### src/rtl/sleep_timer_set.sv
// sleep_timer_set: front-panel setting stage for the sleep countdown.
// Debounces four push-buttons, edits a minutes:seconds preset, and arms,
// cancels and acknowledges the downstream countdown block.
//
// Ports:
//   clk, rst          system clock, synchronous active-high reset
//   btn_mode          raw button, toggles the edited field
//   btn_up, btn_down  raw buttons, step the selected field (with auto-repeat)
//   btn_start         raw button, start / cancel / acknowledge
//   sleep_flag        countdown block reached 0:00
//   min_counter       minute preset (0..MAX_MIN)
//   sec_counter       second preset (0..59)
//   count_begin       run-enable to the countdown block
//   sel_field         0 = minutes edited, 1 = seconds edited
//   state             0 IDLE, 1 RUN, 2 DONE
//
// state | meaning
// IDLE  | presets editable, countdown held off
// RUN   | countdown enabled, presets frozen
// DONE  | countdown expired, held at 0:00 until start acknowledges
module sleep_timer_set #(
  parameter int unsigned DEBOUNCE_CYCLES = 20000,
  parameter int unsigned REPEAT_DELAY    = 500,
  parameter int unsigned REPEAT_PERIOD   = 100,
  parameter int unsigned MAX_MIN         = 99,
  parameter int unsigned DEFAULT_MIN     = 30,
  parameter int unsigned DEFAULT_SEC     = 0
) (
  input  logic       clk,
  input  logic       rst,
  input  logic       btn_mode,
  input  logic       btn_up,
  input  logic       btn_down,
  input  logic       btn_start,
  input  logic       sleep_flag,
  output logic [7:0] min_counter,
  output logic [7:0] sec_counter,
  output logic       count_begin,
  output logic       sel_field,
  output logic [1:0] state
);

  localparam int DB_W   = $clog2(DEBOUNCE_CYCLES);
  localparam int RP_MAX = (REPEAT_DELAY > REPEAT_PERIOD) ? REPEAT_DELAY : REPEAT_PERIOD;
  localparam int RP_W   = $clog2(RP_MAX + 1);

  typedef enum logic [1:0] {
    IDLE = 2'd0,
    RUN  = 2'd1,
    DONE = 2'd2
  } state_e;

  // Button index: 0 mode, 1 up, 2 down, 3 start
  logic [3:0]      btn_raw;
  logic [3:0]      sync1_q, sync2_q, deb_q, deb_prev_q;
  logic [DB_W-1:0] db_cnt_q [4];
  logic [3:0]      press_ev;

  // Auto-repeat timers: index 0 up, 1 down
  logic [RP_W-1:0] rpt_cnt_q [2];
  logic [1:0]      rpt_fire;

  logic mode_ev, up_ev, down_ev, start_ev;

  state_e     state_q, state_d;
  logic       cb_q, cb_d;
  logic       sel_q, sel_d;
  logic [7:0] min_q, min_d;
  logic [7:0] sec_q, sec_d;

  assign btn_raw = {btn_start, btn_down, btn_up, btn_mode};

  // Level flips only once DEBOUNCE_CYCLES consecutive synchronised samples
  // disagree with the current debounced level.
  always_ff @(posedge clk) begin
    if (rst) begin
      sync1_q    <= '0;
      sync2_q    <= '0;
      deb_q      <= '0;
      deb_prev_q <= '0;
      for (int i = 0; i < 4; i++) db_cnt_q[i] <= '0;
    end else begin
      sync1_q    <= btn_raw;
      sync2_q    <= sync1_q;
      deb_prev_q <= deb_q;
      for (int i = 0; i < 4; i++) begin
        if (sync2_q[i] == deb_q[i]) begin
          db_cnt_q[i] <= '0;
        end else if (db_cnt_q[i] == DB_W'(DEBOUNCE_CYCLES - 1)) begin
          deb_q[i]    <= sync2_q[i];
          db_cnt_q[i] <= '0;
        end else begin
          db_cnt_q[i] <= db_cnt_q[i] + DB_W'(1);
        end
      end
    end
  end

  assign press_ev = deb_q & ~deb_prev_q;

  // Timer is loaded on the press event, so a zero count while the level
  // has been high for more than one cycle marks a repeat step.
  always_comb begin
    for (int j = 0; j < 2; j++)
      rpt_fire[j] = deb_q[j+1] & deb_prev_q[j+1] & (rpt_cnt_q[j] == '0);
  end

  always_ff @(posedge clk) begin
    if (rst) begin
      for (int j = 0; j < 2; j++) rpt_cnt_q[j] <= '0;
    end else begin
      for (int j = 0; j < 2; j++) begin
        if (!deb_q[j+1])
          rpt_cnt_q[j] <= '0;
        else if (press_ev[j+1])
          rpt_cnt_q[j] <= RP_W'(REPEAT_DELAY - 1);
        else if (rpt_cnt_q[j] == '0)
          rpt_cnt_q[j] <= RP_W'(REPEAT_PERIOD - 1);
        else
          rpt_cnt_q[j] <= rpt_cnt_q[j] - RP_W'(1);
      end
    end
  end

  assign mode_ev  = press_ev[0];
  assign up_ev    = press_ev[1] | rpt_fire[0];
  assign down_ev  = press_ev[2] | rpt_fire[1];
  assign start_ev = press_ev[3];

  always_ff @(posedge clk) begin
    if (rst) begin
      state_q <= IDLE;
      cb_q    <= 1'b0;
      sel_q   <= 1'b0;
      min_q   <= 8'(DEFAULT_MIN);
      sec_q   <= 8'(DEFAULT_SEC);
    end else begin
      state_q <= state_d;
      cb_q    <= cb_d;
      sel_q   <= sel_d;
      min_q   <= min_d;
      sec_q   <= sec_d;
    end
  end

  always_comb begin
    state_d = state_q;
    cb_d    = cb_q;
    sel_d   = sel_q;
    min_d   = min_q;
    sec_d   = sec_q;
    case (state_q)
      IDLE: begin
        if (mode_ev) sel_d = ~sel_q;
        // Simultaneous up and down cancel each other.
        if (up_ev && !down_ev) begin
          if (!sel_q) min_d = (min_q == 8'(MAX_MIN)) ? 8'd0 : min_q + 8'd1;
          else        sec_d = (sec_q == 8'd59) ? 8'd0 : sec_q + 8'd1;
        end else if (down_ev && !up_ev) begin
          if (!sel_q) min_d = (min_q == 8'd0) ? 8'(MAX_MIN) : min_q - 8'd1;
          else        sec_d = (sec_q == 8'd0) ? 8'd59 : sec_q - 8'd1;
        end
        if (start_ev && (min_q != 8'd0 || sec_q != 8'd0)) begin
          state_d = RUN;
          cb_d    = 1'b1;
        end
      end
      RUN: begin
        // Cancel takes priority over a coincident expiry.
        if (start_ev) begin
          state_d = IDLE;
          cb_d    = 1'b0;
        end else if (sleep_flag) begin
          state_d = DONE;
          cb_d    = 1'b1;
        end
      end
      DONE: begin
        if (start_ev) begin
          state_d = IDLE;
          cb_d    = 1'b0;
        end
      end
      default: begin
        state_d = IDLE;
        cb_d    = 1'b0;
      end
    endcase
  end

  assign min_counter = min_q;
  assign sec_counter = sec_q;
  assign count_begin = cb_q;
  assign sel_field   = sel_q;
  assign state       = state_q;

endmodule

### config.mk
export PLATFORM = sky130hd
export DESIGN_NAME = sleep_timer_set
export DESIGN_NICKNAME = d
export VERILOG_FILES = /design/src/rtl/sleep_timer_set.sv
export SDC_FILE = /design/constraint.sdc
export NUM_CORES = 1
export LEC_CHECK = 0
export CORE_AREA = 2 2 150 79
export DETAILED_ROUTE_END_ITERATION = 7
export DIE_AREA = 0 0 152 81
export GPL_TIMING_DRIVEN = 0
export HOLD_SLACK_MARGIN = 0.15
export PLACE_DENSITY = 0.83
export RECOVER_POWER = 25
export SYNTH_ARGS = -nofsm -noshare
export SYNTH_HDL_FRONTEND = slang
export SYNTH_SLANG_ARGS = --single-unit
### constraint.sdc
create_clock -name clk -period 4.3 [get_ports clk]
set_clock_uncertainty 0.05 [all_clocks]
set_input_delay 0.645 -clock clk [delete_from_list [all_inputs] [get_ports clk]]
set_output_delay 0.645 -clock clk [all_outputs]
set_load 0.02 [all_outputs]
==> results.md <==
- Hold crit path type: flop to flop
- Final hold violation count: 0
- RePlAce Congestion: 0.938
- EDFF count, synth: 78
- Worst vdd ir: 0.278 mV
- Routed Antenna Nets: 0
- Class of the most critical setup path: flop to flop
- Fin util: 0.694
- Slew Limit Fails: 0
- Overall Global Routing Usage: 0.247
- Synth Area per Inst: 9.79 um2
- Root Buffer: clkbuf_16
- CTS max path bufs: 2
- WHS Path Cells: 1
- Number of gates resized after cts: 0
- Crit share post-route: 0.941
- First DRT Iteration DRCs: between 400 and 500
- Vias in the first global route: 5141
- Fmax: 247 MHz
- Area of the die: approximately 12000 um2
- Routed wl met2: approximately 6700 um
- First-pass GRT wire length: 24200 um
- Synthesized instance count: 656
- Pre-antenna DRT Iters: 5
- RSZ-0062 raised after global routing: false
- Synth area leader: edfxtp_1
- Max Fanout on Critical Path: 10
- WL met3: 1170 um
- Top_reg_cell synth: edfxtp_1
- Synth top area cells: edfxtp_1 (36%), dfxtp_1 (11%), xnor2_1 (6.0%)
- Synthesized area: ~6400 um2
- Uppermost layer routed: met4
- CTS tree: yes
- Final Critical Period: 4.05 ns
- Initial Util: 0.571
- Nets: ~800
- Die X: between 150 and 200 um
- Top cell type's share of synthesized area: 0.365
- Met1 WL: 6720 um
- Post-CTS setup buffer count: 0
- WL final: 14800 um
- DRC Markers: 0
- Synthesis-stage register bit count: 114
- R2R Setup Slk: 0.25 ns
- Clock sinks: 114
- WHS: ~0.41 ns
- Final setup fails: 0
- Worst slew pin tran: 0.836 ns
- Cell Rows: 28
- Arrival @ worst endpoint: 4.26 ns
- YS warnings: 0
- Congestion Overflow GR: 0
- # diodes: 0
- Maxcap violations: 0
- Outcome: finished, final reports clean
- Port Buffers: 25
- DIE HEIGHT: 81 um
- Total CTS buffers: 17
- Core area: 11200 um2
- Sequential area share after synthesis: 0.477
- Rel. slew slack: 0.435
- Worst Setup Start Kind: flop
- Power Density: 373 nW/um2
- Layout cell share with drive strength beyond 1: 0.0558
- Vias per cell: around 5.7
- Vias: 5391
- Setup crit end kind: flop
- Post-DP HPWL: 10500 um
- CTS Hold Bufs: 0
- Worst r2r path cells: 13
- Most frequent cell after synthesis: nor2_1
- Static Leakage: roughly 2.9 nW
- Count of unique library cells instantiated by Yosys: 63
- Area Overhead vs Synth: 21.6%
- Clk slew on worst S/H paths: 0.05 ns
- Num ports: 27
- Synth cell count leaders: nor2_1 (85), edfxtp_1 (78), xnor2_1 (44)
- CP required: 4.51 ns
- Initial antenna violation count: 0
- Clock Latency Late Sink: a little over 0.4 ns
- Synth async-reset ratio: 0
- H-tree depth: 4
- Largest net degree at the start of global routing: 17
- Setup TNS: 0 ns
- WL per Instance: 15.8 um
worst paths after layout:
path | from | to
min reg2reg | sync1_q[1]$_SDFF_PP0_ | sync2_q[1]$_SDFF_PP0_
max | rpt_cnt_q[0][0]$_SDFFCE_PN0P_ | sec_counter[4]$_SDFFE_PP0P_
min | sync1_q[1]$_SDFF_PP0_ | sync2_q[1]$_SDFF_PP0_
max reg2reg | rpt_cnt_q[0][0]$_SDFFCE_PN0P_ | sec_counter[4]$_SDFFE_PP0P_
cells by family (layout without fill, tap and decap cells):
kind of cell / after synthesis / after routing / synth area share
compound gates: 94 / 94 / 0.103
mux: 11 / 11 / 0.0171
fa+ha+maj: 15 / 15 / 0.0292
buf+inv: 64 / 120 / 0.0399
xor+xnor: 68 / 68 / 0.0928
other cells: 1 / 78 / 0.000584
flops: 114 / 114 / 0.477
simple gates: 289 / 289 / 0.240
metal layers:
| layer | vias up | track usage |
|---|---|---|
| li1 | 2574 | - |
| met1 | 2539 | 0.327 |
| met2 | 239 | 0.399 |
| met3 | 39 | 0.0726 |
| met4 | 0 | 0.0748 |
| met5 | - | 0 |
worst max-delay path, cell delays in order (launching register included):
cell	delay, ns
edfxtp_1	0.43
inv_1	0.11
ha_1	0.16
or3b_2	0.49
o31ai_1	0.46
nand2_1	0.19
inv_1	0.09
ha_1	0.16
clkbuf_1	0.37
clkbuf_1	0.49
buf_1	0.51
a21oi_1	0.13
mux2i_1	0.15
o32ai_1	0.11
area by class of cell:
class | count | area (um2)
plain buffers | 29 | 125
clock buffers | 21 | 480
clock inverters | 10 | 179
fillers | 844 | 3440
inverters | 35 | 131
multi-input cells | 555 | 3390
flip-flops and latches | 114 | 3060
well taps | 150 | 188
repair buffers | 25 | 250
state kept, by name, indices dropped and copies added (netlist names):
register     cells
count_begin      1
db_cnt_q        60
deb_prev_q       4
deb_q            4
min_counter      8
rpt_cnt_q       18
sec_counter      8
sel_field        1
state            2
sync1_q          4
sync2_q          4
stage by stage:
step | power, mW | area [um2] | setup slack [ns] | cells
floorplan | 1.32 | 6710 | 1.29 | 733
global placement | 1.35 | 7150 | 0.496 | 908
detailed placement | 1.35 | 7150 | 0.424 | 908
CTS | 2.92 | 7810 | 0.337 | 939
global route | 3.00 | 7810 | 0.0268 | 939
finish | 2.91 | 7810 | 0.253 | 939
cell usage in the layout (no fill, tap or decap), types with 25 or more instances in the layout:
master            n
a21oi_1          28
clkdlybuf4s50_1  25
conb_1           78
dfxtp_1          36
edfxtp_1         78
inv_1            35
nand2_1          31
nand3_1          26
nor2_1           85
nor3_1           27
xnor2_1          44
report_power, final:
part,internal (mW),switching [mW],leakage (nW)
clock network,1.08,0.491,0.329
registers,1.21,0.0360,1.10
logic,0.0388,0.0546,1.43
total,2.33,0.582,2.86
Power figures use the tool's default switching activity.
==> RTL edit: new RTL, same settings <==
Add an input register stage for `btn_up`, cleared by the reset; this delays it by one clock. The other inputs are not delayed to match.
--- a/src/rtl/sleep_timer_set.sv
+++ b/src/rtl/sleep_timer_set.sv
@@ -51,4 +51,14 @@
   } state_e;
 
+  logic btn_up_q;
+
+  always_ff @(posedge clk) begin
+    if (rst) begin
+      btn_up_q <= '0;
+    end else begin
+      btn_up_q <= btn_up;
+    end
+  end
+
   // Button index: 0 mode, 1 up, 2 down, 3 start
   logic [3:0]      btn_raw;
@@ -69,5 +79,5 @@
   logic [7:0] sec_q, sec_d;
 
-  assign btn_raw = {btn_start, btn_down, btn_up, btn_mode};
+  assign btn_raw = {btn_start, btn_down, btn_up_q, btn_mode};
 
   // Level flips only once DEBOUNCE_CYCLES consecutive synchronised samples
Formal check against the unedited RTL: same outputs for any inputs over 10 cycles, from zero or initial values and one cycle with rst high; that may be too few to reach the edited logic, so the function may still have changed.
==> RTL edit against the original RTL <==
Worst setup slack gained 0.14 ns. Sequential cell count grew 1. Routed wire length shrank 8.2%. Global-route usage shrank 1.5 points. Area after synthesis shrank 3.7%. Design area shrank 3.9%. Die area is the same. Combinational power shrank 3.0%. Final cell count shrank 1.1%. Sequential share of layout area grew 1.9 points. Total power shrank 5.6%. Count of clock-buffer cells in the layout grew 3. Critical path type unchanged. Largest power group unchanged. Highest routed layer unchanged.
==> RTL edit: results (changes against the original RTL) <==
Timing
  • Minimum clock period: 3.90 ns (-0.143 ns)
  • Worst slew margin: 17.8% (-26 points)
  • Hold_ws: 0.394 ns (-0.0148 ns)

Worst hold path
  • Hold Path Sink: sync2_q[0]
  • Min-Delay Startpoint: sync1_q[0]

Critical path
  • R2R cell count: 8 (-5)
  • CP peak stage delay: 0.93 ns (+0.42 ns)
  • Slowest-stage cell, CP: nor4_1
  • End of the critical path: sec_counter[2]
  • CP max FO: 7 (-3)
  • Critical path's top delay family: simple AND/OR/NAND/NOR gates
  • R2r startpoint: rpt_cnt_q[0][4]
  • Arr. time, crit path: 4.15 ns (-0.11 ns)
  • Setup slack, reg-to-reg: 0.40 ns (+0.14 ns)

Final layout
  • Nonclk inv count: 28 (-20%)
  • NonClk Buf Share: 4.82% (+0.014 points)
  • Seq_cells: 115 (+0.88%)
  • Filler cells: 826 (-2.1%)
  • CLK BUF: 24 (+14%)
  • Multi-In Gates: 556 (+0.18%)
  • Bufs w/o clock: 48 (-11%)
  • Clock-cell share: 7.89% (-0.55 points)
  • Fraction of area in multi-input gates: 42.3% (-1.2 points)
  • Syn-to-layout area delta: 21.3%
  • Largest regs: db_cnt_q: 60 flops, rpt_cnt_q: 18 flops
  • Nets: 788 (-1.4%)
  • Non-Filler Instances: 929 (-1.1%)
  • Fraction of layout instances using a drive strength above 1: 5.91% (+0.33 points)
  • Register area: 3080 um2 (+0.65%)

Route
  • TritonRoute pass-1 iters: 5 (unchanged)
  • Total Wirelength: 13600 um (-8.2%)
  • Met2 Wirelength: 5930 um (-11%)
  • DRT iter0 DRCs: 518 (+4.4%)
  • Via count: 5065 (-6.0%)
  • WL met3: 1030 um (-12%)
  • Met1 wire length: 6380 um (-5.0%)

Synthesis
  • Synthesized instance count: 645 (-1.7%)
  • Most frequent cells after synthesis: nor2_1, edfxtp_1, nand2_1
  • Area contributors post-synth: edfxtp_1, dfxtp_1, nor2_1
  • Yosys cell types: 56 (-11%)
  • Seq/Total Area, Yosys: 49.9% (+2.2 points)

Placement
  • RePlAce Congestion: 0.913 (-2.7%)
  • Placed insts: 897 (-1.2%)
  • I/O Buffers: 25 (unchanged)
  • Placed Area: 6910 um2 (-3.3%)
  • HPWL reported at the end of detailed placement: 9640 um (-7.9%)
  • Place WS: 0.559 ns (+0.135 ns)

Global routing
  • Total track usage: 23.2% (-1.5 points)
  • First-pass GRT wire length: 22700 um (-6.3%)
  • Largest net degree at the start of global routing: 17 (unchanged)
  • Number of global-route vias before repair: 4735 (-7.9%)

Pwr
  • Static leakage: 2.76 nW (-3.2%)
  • Psw: 0.000578 W (-0.72%)
  • VDD IR max: 274 uV (-1.3%)

Run status
  • Status: finished, final reports clean

CTS
  • CTS buffer count: 17 (unchanged)
  • Post-CTS sizing: 0 (unchanged)
==> RTL edit: logic make-up (layout without fill, tap and decap cells) <==
group	after synthesis	count (layout)	share of synthesized area (%)
and+or+nand+nor	298	298	23.8
xor gates and xnor gates	70	70	9.92
other	1	78	0.0607
muxes	6	6	1.01
adders and majority gates	15	15	3.04
DFF	115	115	49.9
AOI/OAI and AO/OA	89	89	8.80
buffers and inverters	51	108	3.52
==> RTL edit: metal layers <==
metal	global-route usage, %	up-vias
li1	-	2466
met1	32.1	2362
met2	35.4	207
met3	5.87	30
met4	9.63	0
met5	0	-
==> RTL edit: power groups by stage <==
stage | sequential, W | clock (W) | combinational (W)
2_1_floorplan | 0.00126 | 0 | 0.0000666
3_3_place_gp | 0.00127 | 0 | 0.0000845
3_5_place_dp | 0.00127 | 0 | 0.0000873
4_1_cts | 0.00125 | 0.00142 | 0.0000885
5_1_grt | 0.00125 | 0.00148 | 0.000103
6_report | 0.00125 | 0.00141 | 0.0000907
